--- src/rtl/icache_ctrl_pkg.sv ---
// Shared definitions for the instruction cache controller slice.
//  - XLEN_DEF     : address width used across the fetch/Imem interface
//  - MEM_TAG_W    : width of memory bus transaction tags
//  - BUS_COMMAND  : memory bus command encoding
//  - ICACHE_LINE  : one cache line as read out of the line array
//  - icache_state_e : controller FSM states
package icache_ctrl_pkg;

  localparam int unsigned XLEN_DEF  = 32;
  localparam int unsigned MEM_TAG_W = 4;
  localparam int unsigned BLOCK_W   = 64;
  // Widest tag possible (NUM_LINES >= 2); narrower tags are zero-extended into it.
  localparam int unsigned TAG_MAX_W = XLEN_DEF - 4;

  typedef enum logic [1:0] {
    BUS_NONE  = 2'd0,
    BUS_LOAD  = 2'd1,
    BUS_STORE = 2'd2
  } BUS_COMMAND;

  typedef struct packed {
    logic                 valid;
    logic [TAG_MAX_W-1:0] tag;
    logic [BLOCK_W-1:0]   data;
  } ICACHE_LINE;

  typedef enum logic {
    StIdle,
    StWait
  } icache_state_e;

endpackage

--- src/rtl/icache_ctrl_if.sv ---
// Tagged memory bus between the instruction cache and the memory arbiter.
//  master (cache)  : drives proc2Imem_command / proc2Imem_addr,
//                    receives Imem2proc_response / Imem2proc_data / Imem2proc_tag
//  slave  (memory) : the mirror view
interface icache_ctrl_if #(
  parameter int unsigned XLEN = icache_ctrl_pkg::XLEN_DEF
);
  import icache_ctrl_pkg::*;

  BUS_COMMAND             proc2Imem_command;
  logic [XLEN-1:0]        proc2Imem_addr;
  logic [MEM_TAG_W-1:0]   Imem2proc_response;
  logic [BLOCK_W-1:0]     Imem2proc_data;
  logic [MEM_TAG_W-1:0]   Imem2proc_tag;

  modport master (
    output proc2Imem_command, proc2Imem_addr,
    input  Imem2proc_response, Imem2proc_data, Imem2proc_tag
  );

  modport slave (
    input  proc2Imem_command, proc2Imem_addr,
    output Imem2proc_response, Imem2proc_data, Imem2proc_tag
  );

endinterface

--- src/rtl/icache_ctrl_mem.sv ---
// Direct-mapped line array for the instruction cache.
//  clock, reset : clock and synchronous active-high reset (clears valid bits only)
//  i_wr_*       : single fill write port (index, tag, 64-bit block)
//  i_rd_idx     : combinational read index
//  o_rd_line    : line at i_rd_idx, tag zero-extended to TAG_MAX_W
module icache_ctrl_mem
  import icache_ctrl_pkg::*;
#(
  parameter int unsigned NUM_LINES = 32,
  parameter int unsigned IDX_W     = $clog2(NUM_LINES),
  parameter int unsigned TAG_W     = 24
) (
  input  logic               clock,
  input  logic               reset,
  input  logic               i_wr_en,
  input  logic [IDX_W-1:0]   i_wr_idx,
  input  logic [TAG_W-1:0]   i_wr_tag,
  input  logic [BLOCK_W-1:0] i_wr_data,
  input  logic [IDX_W-1:0]   i_rd_idx,
  output ICACHE_LINE         o_rd_line
);

  logic [NUM_LINES-1:0] r_valid;
  logic [TAG_W-1:0]     r_tag  [NUM_LINES];
  logic [BLOCK_W-1:0]   r_data [NUM_LINES];

  always_ff @(posedge clock) begin
    if (reset) begin
      r_valid <= '0;
    end else if (i_wr_en) begin
      r_valid[i_wr_idx] <= 1'b1;
    end
  end

  // Tag/data need no reset: they are only observed through a set valid bit.
  always_ff @(posedge clock) begin
    if (i_wr_en) begin
      r_tag[i_wr_idx]  <= i_wr_tag;
      r_data[i_wr_idx] <= i_wr_data;
    end
  end

  always_comb begin
    o_rd_line       = '0;
    o_rd_line.valid = r_valid[i_rd_idx];
    o_rd_line.tag   = TAG_MAX_W'(r_tag[i_rd_idx]);
    o_rd_line.data  = r_data[i_rd_idx];
  end

endmodule

--- src/rtl/icache_ctrl.sv ---
// Instruction cache controller: serves 64-bit blocks to fetch from a direct-mapped cache and
// refills misses over the tagged memory bus, one outstanding request at a time.
//  clock, reset      : clock and synchronous active-high reset
//  proc2Icache_addr  : fetch block address (bits [2:0] ignored)
//  Icache_data_out   : block for proc2Icache_addr, 0 when not valid
//  Icache_valid_out  : hit, or bypass of the block returning this cycle
//  icache_bus_idle   : no command on the memory bus this cycle
//  io_imem           : memory bus (master side)
module icache_ctrl
  import icache_ctrl_pkg::*;
#(
  parameter int unsigned NUM_LINES = 32,
  parameter int unsigned XLEN      = XLEN_DEF
) (
  input  logic               clock,
  input  logic               reset,
  input  logic [XLEN-1:0]    proc2Icache_addr,
  output logic [BLOCK_W-1:0] Icache_data_out,
  output logic               Icache_valid_out,
  output logic               icache_bus_idle,
  icache_ctrl_if.master      io_imem
);

  localparam int unsigned IDX_W = $clog2(NUM_LINES);
  localparam int unsigned TAG_W = XLEN - 3 - IDX_W;
  localparam int unsigned BLK_W = XLEN - 3;

  icache_state_e        r_state;
  logic [MEM_TAG_W-1:0] r_pend_tag;
  logic [BLK_W-1:0]     r_pend_blk;

  logic [BLK_W-1:0] w_blk;
  logic [IDX_W-1:0] w_idx;
  logic [TAG_W-1:0] w_tag;
  logic             w_unused_offset;
  ICACHE_LINE       w_line;
  logic             w_hit;
  logic             w_ret;
  logic             w_byp;
  logic             w_miss_req;

  assign w_blk           = proc2Icache_addr[XLEN-1:3];
  assign w_idx           = proc2Icache_addr[3 +: IDX_W];
  assign w_tag           = proc2Icache_addr[XLEN-1:3+IDX_W];
  assign w_unused_offset = ^proc2Icache_addr[2:0];

  icache_ctrl_mem #(
    .NUM_LINES (NUM_LINES),
    .IDX_W     (IDX_W),
    .TAG_W     (TAG_W)
  ) u_mem (
    .clock     (clock),
    .reset     (reset),
    .i_wr_en   (w_ret),
    .i_wr_idx  (r_pend_blk[IDX_W-1:0]),
    .i_wr_tag  (r_pend_blk[BLK_W-1:IDX_W]),
    .i_wr_data (io_imem.Imem2proc_data),
    .i_rd_idx  (w_idx),
    .o_rd_line (w_line)
  );

  assign w_hit = w_line.valid && (w_line.tag == TAG_MAX_W'(w_tag));
  // Pending tag is never 0, so an idle bus (tag 0) can never look like a return.
  assign w_ret = (r_state == StWait) && (io_imem.Imem2proc_tag == r_pend_tag);
  assign w_byp = w_ret && (w_blk == r_pend_blk);
  // Outputs are forced to their reset values while reset is held.
  assign w_miss_req = !reset && (r_state == StIdle) && !w_hit;

  always_comb begin
    Icache_valid_out = 1'b0;
    Icache_data_out  = '0;
    if (!reset) begin
      if (w_byp) begin
        Icache_valid_out = 1'b1;
        Icache_data_out  = io_imem.Imem2proc_data;
      end else if (w_hit) begin
        Icache_valid_out = 1'b1;
        Icache_data_out  = w_line.data;
      end
    end
  end

  always_comb begin
    io_imem.proc2Imem_command = BUS_NONE;
    io_imem.proc2Imem_addr    = '0;
    if (w_miss_req) begin
      io_imem.proc2Imem_command = BUS_LOAD;
      io_imem.proc2Imem_addr    = {w_blk, 3'b000};
    end
  end

  assign icache_bus_idle = (io_imem.proc2Imem_command == BUS_NONE);

  always_ff @(posedge clock) begin
    if (reset) begin
      r_state    <= StIdle;
      r_pend_tag <= '0;
      r_pend_blk <= '0;
    end else begin
      unique case (r_state)
        StIdle: begin
          if (w_miss_req && (io_imem.Imem2proc_response != '0)) begin
            r_state    <= StWait;
            r_pend_tag <= io_imem.Imem2proc_response;
            r_pend_blk <= w_blk;
          end
        end
        StWait: begin
          if (w_ret) begin
            r_state    <= StIdle;
            r_pend_tag <= '0;
          end
        end
        default: r_state <= StIdle;
      endcase
    end
  end

endmodule

--- src/flat_wrapper.sv ---
// flat-port wrapper written by rule: the top's interface ports become plain ports
module icache_ctrl_flat import icache_ctrl_pkg::*;
#(
  parameter int unsigned NUM_LINES = 32,
  parameter int unsigned XLEN      = XLEN_DEF
)
  (clock, reset, proc2Icache_addr, Icache_data_out, Icache_valid_out, icache_bus_idle, io_imem_proc2Imem_command, io_imem_proc2Imem_addr, io_imem_Imem2proc_response, io_imem_Imem2proc_data, io_imem_Imem2proc_tag);
  icache_ctrl_if #(.XLEN(XLEN)) io_imem_i ();
  input  logic clock;
  input  logic reset;
  input  logic [XLEN-1:0] proc2Icache_addr;
  output logic [BLOCK_W-1:0] Icache_data_out;
  output logic Icache_valid_out;
  output logic icache_bus_idle;
  output wire logic [$bits(io_imem_i.proc2Imem_command)-1:0] io_imem_proc2Imem_command;
  output wire logic [$bits(io_imem_i.proc2Imem_addr)-1:0] io_imem_proc2Imem_addr;
  input wire logic [$bits(io_imem_i.Imem2proc_response)-1:0] io_imem_Imem2proc_response;
  input wire logic [$bits(io_imem_i.Imem2proc_data)-1:0] io_imem_Imem2proc_data;
  input wire logic [$bits(io_imem_i.Imem2proc_tag)-1:0] io_imem_Imem2proc_tag;
  assign io_imem_proc2Imem_command = io_imem_i.proc2Imem_command;
  assign io_imem_proc2Imem_addr = io_imem_i.proc2Imem_addr;
  assign io_imem_i.Imem2proc_response = io_imem_Imem2proc_response;
  assign io_imem_i.Imem2proc_data = io_imem_Imem2proc_data;
  assign io_imem_i.Imem2proc_tag = io_imem_Imem2proc_tag;
  icache_ctrl #(.NUM_LINES(NUM_LINES), .XLEN(XLEN)) u_core (.clock(clock), .reset(reset), .proc2Icache_addr(proc2Icache_addr), .Icache_data_out(Icache_data_out), .Icache_valid_out(Icache_valid_out), .icache_bus_idle(icache_bus_idle), .io_imem(io_imem_i));
endmodule
--- config.mk ---
export PLATFORM = sky130hd
export DESIGN_NAME = icache_ctrl_flat
export DESIGN_NICKNAME = d
export VERILOG_FILES = /design/src/rtl/icache_ctrl_pkg.sv /design/src/rtl/icache_ctrl_if.sv /design/src/rtl/icache_ctrl_mem.sv /design/src/rtl/icache_ctrl.sv /design/src/flat_wrapper.sv
export SDC_FILE = /design/constraint.sdc
export NUM_CORES = 2
export LEC_CHECK = 0
export ABC_AREA = 0
export CAP_MARGIN = 20
export CELL_PAD_IN_SITES_DETAIL_PLACEMENT = 0
export CELL_PAD_IN_SITES_GLOBAL_PLACEMENT = 1
export CORE_MARGIN = 2
export CORE_UTILIZATION = 57
export DETAILED_ROUTE_END_ITERATION = 8
export DONT_BUFFER_PORTS = 1
export PLACE_DENSITY = 0.8
export REMOVE_ABC_BUFFERS = 1
export SLEW_MARGIN = 15
export SYNTH_ARGS = -nofsm -noshare
export SYNTH_HDL_FRONTEND = slang
export SYNTH_SLANG_ARGS = --single-unit
--- constraint.sdc ---
create_clock -name clock -period 10.35 [get_ports clock]
set_input_delay 1.5525 -clock clock [delete_from_list [all_inputs] [get_ports clock]]
set_output_delay 1.5525 -clock clock [all_outputs]
set_load 0.05 [all_outputs]
==> results.txt <==
- Number of port buffers: 0
- Of the synthesized area, sequential elements account for 0.7711.
* Flip-flop and latch count after synthesis: 2882
- Headroom to the max-slew limit: 0.08286
- 206 I/O pins were placed.
- The Yosys step of the flow raised 0 warnings.
* Global-route wire length before repair: 389.1 mm
* Highest attainable clock frequency: 0.1097 GHz
* Number of nets in the finished design: 5162
* Outcome: finished clean
- Crit path max fanout: 88
- STA puts the critical path data arrival time at 7.56 ns.
- The clock drives 2882 sinks.
- Worst Path Class, Setup: primary input to primary output
* Postcts setup bufs: 0
- In the post-route analysis, the smallest setup slack over all paths is 1.237 ns.
* EDFF count, synth: 2816
- The routed design has 276.7 mm of wire.
- In this run, the number of DRC markers left after iteration 0 of detailed routing was 7560.
- P&R area growth vs syn: 11.31%
* Worst IR drop on VDD: 0.0001872 V
* Routed vias/inst: around 7
- Counting tap cells, the placed design contains a total of 7287 instances.
- Category of the worst setup path capture point: primary output
- Static leakage power: 0.03935 µW
- In the final layout, the share of cells above drive strength 1 is 0.2640.
- Gpl congestion: 0.7802
* Crit start category: primary input
- Entering global routing, the biggest net connects 642 pins.
- CTS Buf Count: 295
- The die is 446.1 µm wide.
* Synthesized netlist cell count: around 4900
* CTS tree: yes
- The count of final hold-check violations is 0.
- The first TritonRoute pass finished after 6 iterations.
- Max clock buf depth: 4
- Async S/R FF share, synth: 0
- For the finished layout, the period the worst path requires is between 9 and 10 ns.
- Placement-stage worst setup slack: 1.223 ns
* Setup_tns: 0 ns
- For the final database, setup skew stands at 0.06016 ns.
- Routed WL per cell: ~35 µm
* Total global routing overflow: 0
* Antenna viol nets, final: 0
- The finished layout holds between 7000 and 8000 standard cells, fillers aside.
- Clk root buf: sky130_fd_sc_hd__clkbuf_16
* Final HPWL DP: 126.7 mm
* Residual DRC: 0
* Total number of vias: 53663
- Total of hold buffers inserted after clock tree synthesis: 0
- The initial antenna violation count came to 3.
- Total of cells resized after clock tree synthesis: 0
- After floorplanning, the core was divided into 162 placement rows.
- In the global route stage, overall resource usage came out at 0.2793.
* Unrepaired setup endpoints after global routing: no
- Dominant register cell in the synthesized netlist: sky130_fd_sc_hd__edfxtp_1
- Synthesis instantiated 70 different standard cells from the library.
- Clock-pin slew on the worst setup and hold paths: 0.06 ns
- The region available for standard cell placement spans around 0.19 mm².
* Worst Hold Class: register to register
* Transition time of the tightest slew-check pin: 1.376 ns
- Measured on the finished design, the core utilization comes to 0.6371.
- Max-cap violations in this run came to 0.
* Starting density of the core: 0.5724
- Vias in the first global route: 53422
- Power per cell area: 192.7 mW/mm²
- Die H: 446.1 µm
- The synthesized netlist occupies a cell area of ~0.11 mm².
- The final number of max-transition violations is 0.
- Average size of a mapped cell: 22.78 µm²
- At the worst endpoint, the required time is 8.80 ns.
- Of the available clock period, the critical path in the final layout requires 0.8805.
- Setup violations remaining at the end of the flow were counted as 0.
* Total number of H-tree levels: 5
- Insertion delay to the later sink of the worst-skew pair: 0.94 ns
- Hold timing on the final database bottoms out at a slack of 0.4720 ns.
- DIE AREA: between 0.15 and 0.2 mm²
==> synthesized netlist by cell type, drive strengths merged (33+ instances only) <==
master	number	area (µm²)
mux2i	158	1582
a22oi	47	352.8
clkbuf	125	470.5
nand3	78	395.4
mux2	35	394.1
nand2	140	530.5
nor2b	33	206.5
edfxtp	2816	84560
dfxtp	66	1321
mux4	788	17750
o211a	48	480.5
nor2	134	510.5
xnor2	44	385.4
buf	151	815.8
==> cell families after synthesis <==
group,Yosys count,synth area share
AOI/OAI and AO/OA,204,0.01505
and+or+nand+nor,479,0.02037
buffers and inverters,285,0.01185
muxes,981,0.1771
other,1,0.00003367
DFF,2882,0.7711
xor gates and xnor gates,58,0.004561
==> layout by cell type (no fill, tap or decap), drive strengths merged, types with 8 or more instances in the layout <==
master,Yosys,routed
nand3,78,78
o211a,48,48
clkbuf,125,376
nand2b,14,14
nand4,21,21
buf,151,142
a21oi,15,15
dfxtp,66,66
mux2i,158,158
clkinv,2,96
a211oi,8,8
a221oi,10,10
o21ai,14,14
mux2,35,35
nand2,140,140
a22oi,47,47
mux4,788,788
a2bb2oi,17,17
nor2,134,134
xnor2,44,44
edfxtp,2816,2816
nor2b,33,33
xor2,14,14
inv,7,14
bufinv,0,17
and2,32,32
==> metrics by stage <==
stage | total power (µW) | cell area [µm²]
floorplan | 13750 | 110100
global placement | 14000 | 114600
detailed placement | 14020 | 114700
CTS | 23920 | 123600
global route | 24470 | 124000
finish | 23890 | 124000
==> worst paths after layout <==
path / end / cells past startpoint / slack, ns / from
max: Icache_data_out[26] / 15 / 1.24 / proc2Icache_addr[3]
min: u_core.u_mem.r_valid[25]$_SDFFE_PP0P_ / 2 / 0.47 / u_core.u_mem.r_valid[25]$_SDFFE_PP0P_
max reg2reg: u_core.r_pend_blk[14]$_SDFFE_PP0P_ / 12 / 5.72 / u_core.u_mem.r_tag[25][3]$_DFFE_PP_
min reg2reg: u_core.u_mem.r_valid[25]$_SDFFE_PP0P_ / 2 / 0.47 / u_core.u_mem.r_valid[25]$_SDFFE_PP0P_
==> critical path, cell delays in order <==
cell                        delay (ns)
sky130_fd_sc_hd__buf_16           0.32
sky130_fd_sc_hd__buf_16           0.50
sky130_fd_sc_hd__buf_16           0.39
sky130_fd_sc_hd__buf_16           0.48
sky130_fd_sc_hd__and2b_1          0.82
sky130_fd_sc_hd__a22oi_1          0.16
sky130_fd_sc_hd__nand2_1          0.11
sky130_fd_sc_hd__o31ai_1          0.12
sky130_fd_sc_hd__or3_1            0.38
sky130_fd_sc_hd__a221o_1          0.39
sky130_fd_sc_hd__nor4_4           0.51
sky130_fd_sc_hd__nand3_2          0.68
sky130_fd_sc_hd__a2bb2oi_1        0.43
sky130_fd_sc_hd__nor2_1           0.16
sky130_fd_sc_hd__buf_4            0.21
==> registers in the layout (all words and copies together), names as in the netlist <==
| name | count |
|---|---|
| u_core.r_state | 1 |
| u_core.r_pend_blk | 29 |
| u_core.u_mem.r_data | 2048 |
| u_core.u_mem.r_tag | 768 |
| u_core.r_pend_tag | 4 |
| u_core.u_mem.r_valid | 32 |
==> metal layers <==
metal  wire, µm  global-route usage  up-vias
li1           -                   -    20998
met1     104900              0.3982    28702
met2     133300              0.4377     3465
met3      29530             0.06104      496
met4       8945             0.09040        2
met5          7                   0        -
==> power by group <==
group	switching (µW)	internal [µW]	total [µW]
sequential	63.8	12900	12900
clock	4230	5810	10000
combinational	473	439	912
total	4760	19100	23900
==> final cells by class <==
type,instances,area (µm²)
clock buffer,376,7916
clock inverter,123,1045
tap,2542,3181
inverter,9,46.29
sequential,2882,85880
fill,12421,70610
timing repair buffer,142,1434
multi-input combinational,1726,24460
antenna,5,12.51
Note: power is estimated with default switching activity, not from simulation.
